$ cat config.mk
export PLATFORM = sky130hd
export DESIGN_NAME = rnn_mem_arbiter_flat
export DESIGN_NICKNAME = d
export VERILOG_FILES = /design/src/rtl/rnn_pkg.sv /design/src/rtl/rnn_mem_arbiter_if.sv /design/src/rtl/rnn_rr_pick.sv /design/src/rtl/rnn_mem_arbiter.sv /design/src/flat_wrapper.sv
export SDC_FILE = /design/constraint.sdc
export NUM_CORES = 1
export LEC_CHECK = 0
export CORE_MARGIN = 2
export CORE_UTILIZATION = 35
export DETAILED_ROUTE_END_ITERATION = 7
export GPL_TIMING_DRIVEN = 0
export PLACE_DENSITY = 0.85
export SLEW_MARGIN = 20
export SYNTH_ARGS = -nofsm -noshare
export SYNTH_HDL_FRONTEND = slang
export SYNTH_SLANG_ARGS = --single-unit
$ cat constraint.sdc
create_clock -name clk -period 3.4 [get_ports clk]
set_clock_uncertainty 0.15 [all_clocks]
set_input_delay 0.68 -clock clk [delete_from_list [all_inputs] [get_ports clk]]
set_output_delay 0.68 -clock clk [all_outputs]
set_load 0.005 [all_outputs]
$ cat src/rtl/rnn_pkg.sv
// rnn_pkg: widths, bank-select constants and arbiter FSM states shared by
// the RNN memory subsystem.
//   RNN_AW / RNN_DW / RNN_SW : memory address, data and bank-select widths
//   MSEL_*                   : bank-select encodings (IDLE parks the bus,
//                              RESULT is the only writable bank)
//   arb_state_e              : ARB (round-robin search) / HOLD (burst lock)
package rnn_pkg;

    localparam int unsigned RNN_AW = 17;
    localparam int unsigned RNN_DW = 20;
    localparam int unsigned RNN_SW = 3;

    localparam logic [RNN_SW-1:0] MSEL_BANK0  = 3'b000;
    localparam logic [RNN_SW-1:0] MSEL_BANK1  = 3'b001;
    localparam logic [RNN_SW-1:0] MSEL_BANK2  = 3'b010;
    localparam logic [RNN_SW-1:0] MSEL_BANK3  = 3'b011;
    localparam logic [RNN_SW-1:0] MSEL_IDLE   = 3'b100;
    localparam logic [RNN_SW-1:0] MSEL_RESULT = 3'b101;

    typedef enum logic {
        ARB  = 1'b0,
        HOLD = 1'b1
    } arb_state_e;

endpackage

$ cat src/rtl/rnn_mem_arbiter_if.sv
// rnn_mem_arbiter_if: requester-side handshake plus memory-pin bundle of the
// RNN memory arbiter.
//   req/lock/req_sel/req_addr/req_wdata : per-requester request, packed slices
//   gnt/rvalid/rdata                     : grant and steered read response
//   mce/maddr/msel/mdata_w/mdata_r       : single shared memory port
// Modports: slave = arbiter, master = requesters + memory.
interface rnn_mem_arbiter_if
    import rnn_pkg::*;
#(
    parameter int unsigned NREQ = 3,
    parameter int unsigned AW   = RNN_AW,
    parameter int unsigned DW   = RNN_DW,
    parameter int unsigned SW   = RNN_SW
);
    logic [NREQ-1:0]    req;
    logic [NREQ-1:0]    lock;
    logic [NREQ*SW-1:0] req_sel;
    logic [NREQ*AW-1:0] req_addr;
    logic [NREQ*DW-1:0] req_wdata;
    logic [NREQ-1:0]    gnt;
    logic [NREQ-1:0]    rvalid;
    logic [DW-1:0]      rdata;
    logic               mce;
    logic [AW-1:0]      maddr;
    logic [SW-1:0]      msel;
    logic [DW-1:0]      mdata_w;
    logic [DW-1:0]      mdata_r;

    modport slave (
        input  req, lock, req_sel, req_addr, req_wdata, mdata_r,
        output gnt, rvalid, rdata, mce, maddr, msel, mdata_w
    );

    modport master (
        output req, lock, req_sel, req_addr, req_wdata, mdata_r,
        input  gnt, rvalid, rdata, mce, maddr, msel, mdata_w
    );
endinterface

$ cat src/rtl/rnn_rr_pick.sv
// rnn_rr_pick: combinational round-robin one-hot picker.
//   req_i : request vector
//   ptr_i : index searched first; search proceeds upward and wraps
//   gnt_o : one-hot grant to the first requester found (zero if none)
module rnn_rr_pick #(
    parameter int unsigned NREQ = 3,
    parameter int unsigned PW   = 2
) (
    input  logic [NREQ-1:0] req_i,
    input  logic [PW-1:0]   ptr_i,
    output logic [NREQ-1:0] gnt_o
);
    always_comb begin
        int unsigned idx;
        logic        found;
        gnt_o = '0;
        found = 1'b0;
        idx   = 0;
        for (int unsigned k = 0; k < NREQ; k++) begin
            idx = int'(ptr_i) + k;
            if (idx >= NREQ) begin
                idx = idx - NREQ;
            end
            if (!found && req_i[idx]) begin
                gnt_o[idx] = 1'b1;
                found      = 1'b1;
            end
        end
    end
endmodule

$ cat src/rtl/rnn_mem_arbiter.sv
// rnn_mem_arbiter: shares the single RNN memory port between NREQ requesters
// (0 = compute engine, then host weight loader, hidden-state dump reader).
// Round-robin with optional burst lock; read responses are steered back to
// their issuer after RD_LAT cycles of memory latency, in issue order.
//   clk, reset : clock, synchronous active-high reset
//   bus        : rnn_mem_arbiter_if.slave (requester handshake + memory pins)
// Build option: RNN_ARB_QOS_EN gives requester 0 strict priority while in
// ARB; the pointer then only advances on grants to requesters 1..NREQ-1.
module rnn_mem_arbiter
    import rnn_pkg::*;
#(
    parameter int unsigned   NREQ   = 3,
    parameter int unsigned   AW     = RNN_AW,
    parameter int unsigned   DW     = RNN_DW,
    parameter int unsigned   SW     = RNN_SW,
    parameter logic [SW-1:0] WR_SEL = SW'(MSEL_RESULT),
    parameter int unsigned   RD_LAT = 1
) (
    input logic              clk,
    input logic              reset,
    rnn_mem_arbiter_if.slave bus
);
    localparam int unsigned PW = (NREQ > 1) ? $clog2(NREQ) : 1;

    arb_state_e      state_q, state_d;
    logic [PW-1:0]   ptr_q, ptr_d;
    logic [PW-1:0]   owner_q, owner_d;

    logic [NREQ-1:0] pick_gnt;
    logic [NREQ-1:0] gnt_c;
    logic            xfer;
    logic [PW-1:0]   win;
    logic [SW-1:0]   sel_w;
    logic [AW-1:0]   addr_w;
    logic [DW-1:0]   wdata_w;

    logic            mce_q;
    logic [AW-1:0]   maddr_q;
    logic [SW-1:0]   msel_q;
    logic [DW-1:0]   mdata_w_q;

    // Stage 0 is aligned with the registered memory command; stage RD_LAT
    // lines up with mdata_r.
    logic [RD_LAT:0]         pv_q;
    logic [RD_LAT:0][PW-1:0] pid_q;
    logic [NREQ-1:0]         rvalid_c;

    function automatic logic [PW-1:0] adv(input logic [PW-1:0] i);
        return (i == PW'(NREQ - 1)) ? '0 : i + 1'b1;
    endfunction

    rnn_rr_pick #(
        .NREQ (NREQ),
        .PW   (PW)
    ) u_pick (
        .req_i (bus.req),
        .ptr_i (ptr_q),
        .gnt_o (pick_gnt)
    );

    always_comb begin
        gnt_c = '0;
        if (state_q == HOLD) begin
            gnt_c[owner_q] = bus.req[owner_q];
        end else begin
`ifdef RNN_ARB_QOS_EN
            if (bus.req[0]) begin
                gnt_c[0] = 1'b1;
            end else begin
                gnt_c = pick_gnt;
            end
`else
            gnt_c = pick_gnt;
`endif
        end
    end

    // gnt is already qualified by req, so any grant bit is a transfer.
    assign xfer = |gnt_c;

    always_comb begin
        win     = '0;
        sel_w   = '0;
        addr_w  = '0;
        wdata_w = '0;
        for (int unsigned k = 0; k < NREQ; k++) begin
            if (gnt_c[k]) begin
                win     = PW'(k);
                sel_w   = bus.req_sel[k*SW +: SW];
                addr_w  = bus.req_addr[k*AW +: AW];
                wdata_w = bus.req_wdata[k*DW +: DW];
            end
        end
    end

    always_comb begin
        state_d = state_q;
        ptr_d   = ptr_q;
        owner_d = owner_q;
        case (state_q)
            ARB: begin
                if (xfer) begin
                    if (bus.lock[win]) begin
                        state_d = HOLD;
                        owner_d = win;
                    end else begin
`ifdef RNN_ARB_QOS_EN
                        if (win != '0) begin
                            ptr_d = adv(win);
                        end
`else
                        ptr_d = adv(win);
`endif
                    end
                end
            end
            HOLD: begin
                // Leave on the last locked transfer or when the owner drops req.
                if (!bus.req[owner_q] || !bus.lock[owner_q]) begin
                    state_d = ARB;
`ifdef RNN_ARB_QOS_EN
                    if (owner_q != '0) begin
                        ptr_d = adv(owner_q);
                    end
`else
                    ptr_d = adv(owner_q);
`endif
                end
            end
            default: state_d = ARB;
        endcase
    end

    always_ff @(posedge clk) begin
        if (reset) begin
            state_q <= ARB;
            ptr_q   <= '0;
            owner_q <= '0;
        end else begin
            state_q <= state_d;
            ptr_q   <= ptr_d;
            owner_q <= owner_d;
        end
    end

    always_ff @(posedge clk) begin
        if (reset) begin
            mce_q     <= 1'b0;
            maddr_q   <= '0;
            msel_q    <= SW'(MSEL_IDLE);
            mdata_w_q <= '0;
        end else if (xfer) begin
            mce_q     <= 1'b1;
            maddr_q   <= addr_w;
            msel_q    <= sel_w;
            mdata_w_q <= wdata_w;
        end else begin
            mce_q  <= 1'b0;
            msel_q <= SW'(MSEL_IDLE);
        end
    end

    always_ff @(posedge clk) begin
        if (reset) begin
            pv_q  <= '0;
            pid_q <= '0;
        end else begin
            pv_q[0]  <= xfer && (sel_w != WR_SEL);
            pid_q[0] <= win;
            for (int unsigned k = 1; k <= RD_LAT; k++) begin
                pv_q[k]  <= pv_q[k-1];
                pid_q[k] <= pid_q[k-1];
            end
        end
    end

    always_comb begin
        rvalid_c = '0;
        if (pv_q[RD_LAT]) begin
            rvalid_c[pid_q[RD_LAT]] = 1'b1;
        end
    end

    assign bus.gnt     = gnt_c;
    assign bus.rvalid  = rvalid_c;
    assign bus.rdata   = bus.mdata_r;
    assign bus.mce     = mce_q;
    assign bus.maddr   = maddr_q;
    assign bus.msel    = msel_q;
    assign bus.mdata_w = mdata_w_q;
endmodule

$ cat src/flat_wrapper.sv
// flat-port wrapper written by rule: the top's interface ports become plain ports
module rnn_mem_arbiter_flat import rnn_pkg::*;
#(
    parameter int unsigned   NREQ   = 3,
    parameter int unsigned   AW     = RNN_AW,
    parameter int unsigned   DW     = RNN_DW,
    parameter int unsigned   SW     = RNN_SW,
    parameter logic [SW-1:0] WR_SEL = SW'(MSEL_RESULT),
    parameter int unsigned   RD_LAT = 1
)
  (clk, reset, bus_req, bus_lock, bus_req_sel, bus_req_addr, bus_req_wdata, bus_mdata_r, bus_gnt, bus_rvalid, bus_rdata, bus_mce, bus_maddr, bus_msel, bus_mdata_w);
  rnn_mem_arbiter_if #(.NREQ(NREQ), .AW(AW), .DW(DW), .SW(SW)) bus_i ();
  input logic clk;
  input logic reset;
  input wire logic [$bits(bus_i.req)-1:0] bus_req;
  input wire logic [$bits(bus_i.lock)-1:0] bus_lock;
  input wire logic [$bits(bus_i.req_sel)-1:0] bus_req_sel;
  input wire logic [$bits(bus_i.req_addr)-1:0] bus_req_addr;
  input wire logic [$bits(bus_i.req_wdata)-1:0] bus_req_wdata;
  input wire logic [$bits(bus_i.mdata_r)-1:0] bus_mdata_r;
  output wire logic [$bits(bus_i.gnt)-1:0] bus_gnt;
  output wire logic [$bits(bus_i.rvalid)-1:0] bus_rvalid;
  output wire logic [$bits(bus_i.rdata)-1:0] bus_rdata;
  output wire logic [$bits(bus_i.mce)-1:0] bus_mce;
  output wire logic [$bits(bus_i.maddr)-1:0] bus_maddr;
  output wire logic [$bits(bus_i.msel)-1:0] bus_msel;
  output wire logic [$bits(bus_i.mdata_w)-1:0] bus_mdata_w;
  assign bus_i.req = bus_req;
  assign bus_i.lock = bus_lock;
  assign bus_i.req_sel = bus_req_sel;
  assign bus_i.req_addr = bus_req_addr;
  assign bus_i.req_wdata = bus_req_wdata;
  assign bus_i.mdata_r = bus_mdata_r;
  assign bus_gnt = bus_i.gnt;
  assign bus_rvalid = bus_i.rvalid;
  assign bus_rdata = bus_i.rdata;
  assign bus_mce = bus_i.mce;
  assign bus_maddr = bus_i.maddr;
  assign bus_msel = bus_i.msel;
  assign bus_mdata_w = bus_i.mdata_w;
  rnn_mem_arbiter #(.NREQ(NREQ), .AW(AW), .DW(DW), .SW(SW), .WR_SEL(WR_SEL), .RD_LAT(RD_LAT)) u_core (.clk(clk), .reset(reset), .bus(bus_i));
endmodule
==> results of run 1 <==
-- through the flow --
step / hold slack, ns / cell area [um2] / cells / total power [mW] / utilization
global route: 0.310 / 5330 / 666 / 5.08 / 0.645
floorplan: 0.264 / 3010 / 353 / 2.90 / -
global placement: 0.275 / 5080 / 652 / 4.07 / 0.615
CTS: 0.306 / 5260 / 665 / 4.65 / 0.637
finish: 0.307 / 5330 / 666 / 4.72 / 0.645
detailed placement: 0.280 / 5080 / 652 / 4.13 / 0.615
-- flip-flops by register name, summed over array words and instances (netlist names) --
name	count
u_core.pid_q	4
u_core.bus.mdata_w	20
u_core.bus.mce	1
u_core.owner_q	2
u_core.bus.maddr	17
u_core.bus.msel	3
u_core.state_q	1
u_core.pv_q	2
u_core.ptr_q	2
-- cells by family (layout without fill, tap and decap cells) --
| family | count (synthesis) | after routing | share of synthesized area |
|---|---|---|---|
| buf+inv | 66 | 274 | 0.130 |
| flops | 52 | 52 | 0.346 |
| simple gates | 80 | 80 | 0.163 |
| mux | 5 | 5 | 0.0200 |
| fa+ha+maj | 4 | 4 | 0.0166 |
| compound gates | 146 | 146 | 0.324 |
-- worst min path at each step --
stage / start / to / slack [ns] / cells past startpoint
2_1_floorplan: u_core.pid_q[0]$_SDFF_PP0_ / u_core.pid_q[2]$_SDFF_PP0_ / 0.26 / 1
3_3_place_gp: u_core.pv_q[0]$_SDFF_PP0_ / u_core.pv_q[1]$_SDFF_PP0_ / 0.27 / 1
3_5_place_dp: u_core.pid_q[0]$_SDFF_PP0_ / u_core.pid_q[2]$_SDFF_PP0_ / 0.28 / 1
4_1_cts: u_core.pid_q[0]$_SDFF_PP0_ / u_core.pid_q[2]$_SDFF_PP0_ / 0.31 / 1
5_1_grt: u_core.pid_q[0]$_SDFF_PP0_ / u_core.pid_q[2]$_SDFF_PP0_ / 0.31 / 1
6_report: u_core.pid_q[0]$_SDFF_PP0_ / u_core.pid_q[2]$_SDFF_PP0_ / 0.31 / 1
-- report_power, final --
part	switching (mW)	total [mW]	internal [mW]
sequential	0.144	1.02	0.880
combinational	1.74	3.31	1.57
clock	0.238	0.388	0.151
-- cell type report --
| type | instances | share of cell area |
|---|---|---|
| Clock buffer | 5 | 0.0129 |
| Tap cell | 105 | 0.0247 |
| Sequential cell | 52 | 0.197 |
| Inverter | 11 | 0.0115 |
| Multi-Input combinational cell | 235 | 0.313 |
| Timing Repair Buffer | 202 | 0.375 |
| Clock inverter | 3 | 0.00493 |
| Buffer | 53 | 0.0618 |
-- synth_stat cells (3+ instances only) --
cell / instances
a211oi_1: 5
a21oi_1: 45
and3b_1: 3
buf_1: 5
buf_2: 5
buf_4: 23
buf_6: 6
clkbuf_1: 16
dfxtp_1: 52
ha_1: 4
inv_1: 8
nand2_1: 3
nand2b_1: 3
nand3_1: 6
nor2_1: 5
nor2b_1: 6
nor3_1: 5
o21ai_0: 37
o21ai_1: 3
o221ai_1: 37
or3_1: 37
-- what timing repair did --
| item | 4_1_cts | 5_1_grt |
|---|---|---|
| pin swaps | 3 | 4 |
| setup endpoints to repair | 3 | 3 |
| gates resized for setup | 17 | 15 |
| buffers inserted | 7 | 1 |
-- placed cells by master, fill, tap and decap left out, types with 3 or more instances in the layout --
master	n
inv_1	6
a211oi_1	5
buf_1	4
buf_4	31
a21oi_1	45
nor2_1	5
clkdlybuf4s50_1	189
ha_4	3
o221ai_1	37
clkbuf_1	16
clkbuf_8	5
or3_1	37
dlygate4sd2_1	3
nand2b_1	3
buf_2	5
o21ai_1	3
nand3_1	6
inv_4	3
nor3_1	5
nor2b_1	6
o21ai_0	37
nand2_1	3
dfxtp_1	50
buf_6	5
-- metal layers --
metal  vias up  GRT usage
met5         -          0
met4         0     0.0520
met3        15     0.0600
met2       174      0.446
met1      1715      0.275
li1       1735          -
==> key figures, run 1 <==
Outcome
  – Status: finished, final reports clean

Setup path
  – CP max-delay cell: clkdlybuf4s50_1
  – Critical Path AT: 2.54 ns
  – Crit end category: primary output
  – Worst R2R Setup Slack: 0.26 ns
  – Crit-path leading delay family: buffers and inverters
  – CP Cell Sequence: inv_2 -> ha_2 -> buf_6 -> mux2i_4 -> o21bai_4 -> o41ai_2 -> a32oi_1 -> buf_6 -> inv_12 -> clkdlybuf4s50_1
  – Crit-path max FO: 19
  – Critical Path Most Common Cell: buf_6
  – Critical path capture point: bus_gnt[1]
  – Critical path's largest stage delay: 0.50 ns
  – Length in cells of the worst reg-to-reg path: 13
  – Data required, critical path: 2.57 ns
  – Worst Setup SP: u_core.ptr_q[1]$_SDFFE_PP0P_
  – Startpoint type of the worst setup path: register
  – Reg2reg start: u_core.ptr_q[1]$_SDFFE_PP0P_
  – Crit path depth: 10
  – R2r endpoint: u_core.bus.mdata_w[6]$_SDFFE_PP0P_
  – Critical path type: reg -> out
  – CP Buf/Inv Count: 5

Yosys
  – Cell area after synthesis: 3010 um2
  – YS warnings: 0
  – Syn Area/Cell: 8.52 um2
  – Seq/Total Area, Yosys: 0.346
  – Syn Inst Count: 353
  – Ys flop type: dfxtp_1
  – Yosys reg bits: 52
  – Asr flop ratio synth: 0
  – Distinct cells, synth: 51
  – Synth area leader: dfxtp_1
  – Number of synthesized flops with an enable pin: 0
  – Synth top area share: 0.346
  – Synth area leaders: dfxtp_1, o221ai_1, or3_1
  – Syn_nets: 505

STA
  – Setup TNS: 0 ns
  – Worst-Margin Slew: 0.514 ns
  – RSZ-0062 raised after global routing: true
  – Tmin final: 3.37 ns
  – Setup WS post-layout: 0.0298 ns
  – Final Max Slew Viols: 0
  – Final setup vio count: 0
  – Relative slew slack: 0.657
  – Final Hold Fails: 0
  – Fmax: 0.297 GHz
  – Tcrit/Tclk final: 0.991

CTS
  – CTS H-Tree Depth: 2
  – CTS Root Cell: clkbuf_8
  – Clock Tree Buf Depth: 2
  – Clock transition at path regs: 0.11 ns
  – CTS tree: yes
  – Worst-Skew Late Latency: 0.31 ns
  – Hold_buf cts: 0
  – Total CTS buffers: 5
  – CTS sink count: 52

Detailed routing
  – Post-DRT Antenna Nets: 0
  – Met2 Wirelength: 6.14 mm
  – Detailed-router iteration count before antenna repair: 4
  – Top Metal Used: met4
  – Post-route DRC: 0
  – WL/cell: 17.6 um
  – DRT met1 WL: 4.52 mm
  – Detail-routed via count per cell: 5.46
  – Drt first-iter violations: 154
  – Routed wire length: 11.7 mm
  – Via count: 3,639
  – WL met3: 867 um

Floorplan
  – Initial Util: 0.364
  – Ports: 215
  – Core ar.: 8260 um2
  – Die Area: 9350 um2
  – Die H: 96.7 um
  – Cell Rows: 33
  – Die W: 96.7 um

Power
  – PwrDens: 886 nW/um2
  – Maximum VDD drop: 0.000398 V
  – Pleak: 1.98 nW

Final layout
  – Final net count: 712
  – Share of layout cells above drive strength 1: 0.139
  – Inserted Diodes: 0
  – Footprint of the multi-input gates: 1660 um2
  – Fill cells: 716
  – Area growth syn-to-layout: 77.1%
  – Sequential Area: 1050 um2

Global routing
  – Global-route wire length before repair: 18.8 mm
  – Pin count of the biggest net entering global routing: 20
  – GRT overflow: 0
  – Initial antenna violation count: 0
  – Number of global-route vias before repair: 3,807
  – Total GRT Usage: 0.239

Placed design
  – # port buffers: 194
  – Hpwl dp: 8.89 mm
  – Pre-CTS setup slack: -0.472 ns
  – GPL Wtd Cong: 0.821

Flow run
  – Max-Cap Viols: 0

Hold path
  – Hold crit path type: reg -> reg
Note: power is estimated with default switching activity, not from simulation.
==> run 2: changes to the inputs <==
Settings changed: ABC_CLOCK_PERIOD_IN_PS set to 3400.
==> results of run 2 <==
Final layout, timing and power as in run 1 (identical DEF).
==> run 3: changes to the inputs <==
Settings changed: CORE_MARGIN 2 to unset, PLACE_DENSITY 0.85 to 0.92.
==> run 3 against run 2 <==
  * Highest routed layer unchanged
  * Combinational power increased by 1%
  * Via count increased by 2.1%
  * Hold slack got worse by 0.0094 ns
  * Sequential power about the same
  * Maximum frequency increased by 1.9%
  * Critical path depth decreased by 1
  * Core utilization decreased by 0.18 points
  * Sequential share of layout area about the same
==> key figures, run 3 (synthesis gave the netlist of run 1 again) <==
Floorplan
  – Initial Util: 0.364
  – Ports: 215
  – Die H: 94.7 um
  – Cell Rows: 33
  – Core ar.: 8260 um2
  – Die Area: 8970 um2
  – Die W: 94.7 um

Detailed routing
  – Drt first-iter violations: 135
  – Detailed-router iteration count before antenna repair: 4
  – WL met3: 1.00 mm
  – Via count: 3,714
  – DRT met1 WL: 4.29 mm
  – Top Metal Used: met4
  – Routed wire length: 12.0 mm
  – WL/cell: 18.0 um
  – Detail-routed via count per cell: 5.58
  – Post-route DRC: 0
  – Post-DRT Antenna Nets: 0
  – Met2 Wirelength: 6.31 mm

STA
  – Fmax: 0.302 GHz
  – Tmin final: 3.31 ns
  – Worst-Margin Slew: 0.559 ns
  – Final setup vio count: 0
  – Relative slew slack: 0.627
  – Hold WS: 0.298 ns
  – Final Max Slew Viols: 0
  – RSZ-0062 raised after global routing: false
  – Tcrit/Tclk final: 0.973
  – Final Hold Fails: 0

Setup path
  – Crit-path max FO: 10
  – Critical Path AT: 2.48 ns
  – CP Cell Sequence: dlygate4sd2_1 -> inv_1 -> a211oi_1 -> o41ai_2 -> a32oi_1 -> buf_6 -> inv_6 -> buf_6 -> dlygate4sd2_1
  – CP Buf/Inv Count: 6
  – Startpoint type of the worst setup path: primary input
  – Critical path's largest stage delay: 0.39 ns
  – Critical path type: in -> out
  – Data required, critical path: 2.57 ns
  – Crit end category: primary output
  – Crit-path leading delay family: buffers and inverters
  – CP max-delay cell: dlygate4sd2_1

Final layout
  – Most common cell after layout, fill and taps aside: clkdlybuf4s50_1
  – Share of layout cells above drive strength 1: 0.141
  – Max FFs per register: 20
  – Inserted Diodes: 0
  – Commonest non-fill, non-tap cells in the layout: clkdlybuf4s50_1, dfxtp_1, a21oi_1
  – Final instance area: 5310 um2
  – Final net count: 712
  – Final Util: 0.643
  – Area growth syn-to-layout: 76.6%

CTS
  – Total CTS buffers: 5
  – CTS H-Tree Depth: 2
  – Hold_buf cts: 0
  – CTS sink count: 52
  – Clock Tree Buf Depth: 2
  – CTS tree: yes
  – CTS Root Cell: clkbuf_8
  – Worst-Skew Late Latency: 0.30 ns
  – Clock transition at path regs: 0.10 ns

Global routing
  – GRT overflow: 0
  – Global-route wire length before repair: 18.7 mm
  – Pin count of the biggest net entering global routing: 16
  – Initial antenna violation count: 0
  – Number of global-route vias before repair: 3,846
  – Total GRT Usage: 0.268

Placed design
  – GPL Wtd Cong: 0.886
  – # port buffers: 194
  – Hpwl dp: 9.01 mm
  – Cell Area, Placed: 5080 um2

Power
  – Pleak: 2.00 nW
  – PwrDens: 894 nW/um2
  – Maximum VDD drop: 0.000510 V

Flow run
  – Max-Cap Viols: 0

Outcome
  – Status: finished, final reports clean

Hold path
  – Hold crit path type: reg -> reg
==> run 3: changes by cell type in the layout (fill, tap and decap cells not counted), sizes merged <==
cell / delta
clkinvlp: -2
clkinv: +1
dlygate4sd2: +1
dlymetal6s2s: +1
inv: -1
clkdlybuf4s50: -1
==> run 3: what timing repair did <==
item	in CTS	in global routing
resized for setup	14	14
endpoints found under the setup margin	3	3
pin swaps	3	4
hold endpoints to repair	0	0
setup buffers	6	2
==> run 3: final cells by class <==
type | count | area, um2
buffer | 53 | 333
clock buffer | 6 | 82.6
clock inverter | 1 | 8.76
fill | 695 | 2950
inverter | 11 | 53.8
multi-input combinational | 235 | 1660
sequential | 52 | 1040
tap | 105 | 131
timing repair buffer | 202 | 2000
==> run 3: power breakdown <==
group	internal, mW	switching (mW)	total (mW)
clock network	0.163	0.213	0.376
registers	0.877	0.146	1.02
logic	1.56	1.78	3.35
==> run 3: worst paths after layout <==
kind,from,to,slack [ns],cells past startpoint
worst min-delay path,u_core.pv_q[0]$_SDFF_PP0_,u_core.pv_q[1]$_SDFF_PP0_,0.30,1
worst min register to register,u_core.pv_q[0]$_SDFF_PP0_,u_core.pv_q[1]$_SDFF_PP0_,0.30,1
worst max register to register,u_core.ptr_q[0]$_SDFFE_PP0P_,u_core.pv_q[0]$_SDFF_PP0_,0.44,12
worst max-delay path,bus_req[0],bus_gnt[1],0.09,9
==> run 3: worst register-to-register path: cells and delay by family, from the launching register on <==
| kind | cells | cell delay [ns] |
|---|---|---|
| buffers and inverters | 3 | 0.63 |
| multiplexers | 1 | 0.35 |
| adder cells (fa/ha/maj) | 1 | 0.23 |
| AND/OR/NAND/NOR | 1 | 0.21 |
| AO/OA/AOI/OAI | 6 | 0.93 |
| flip-flops | 1 | 0.34 |
==> run 3: routing by layer <==
layer | global-route usage | vias to the layer above
met2 | 0.481 | 193
met3 | 0.0660 | 32
met1 | 0.287 | 1754
met5 | 0 | -
met4 | 0.140 | 0
li1 | - | 1735
==> run 3: metrics by stage <==
| step | power, mW | setup WS [ns] | std cells | TNS, ns |
|---|---|---|---|---|
| 2_1_floorplan | 2.90 | 0.737 | 353 | 0 |
| 3_3_place_gp | 4.04 | -0.436 | 652 | -1.46 |
| 3_5_place_dp | 4.17 | -0.478 | 652 | -3.16 |
| 4_1_cts | 4.66 | 0.0136 | 663 | 0 |
| 5_1_grt | 5.10 | 0.00214 | 665 | 0 |
| 6_report | 4.75 | 0.0926 | 665 | 0 |
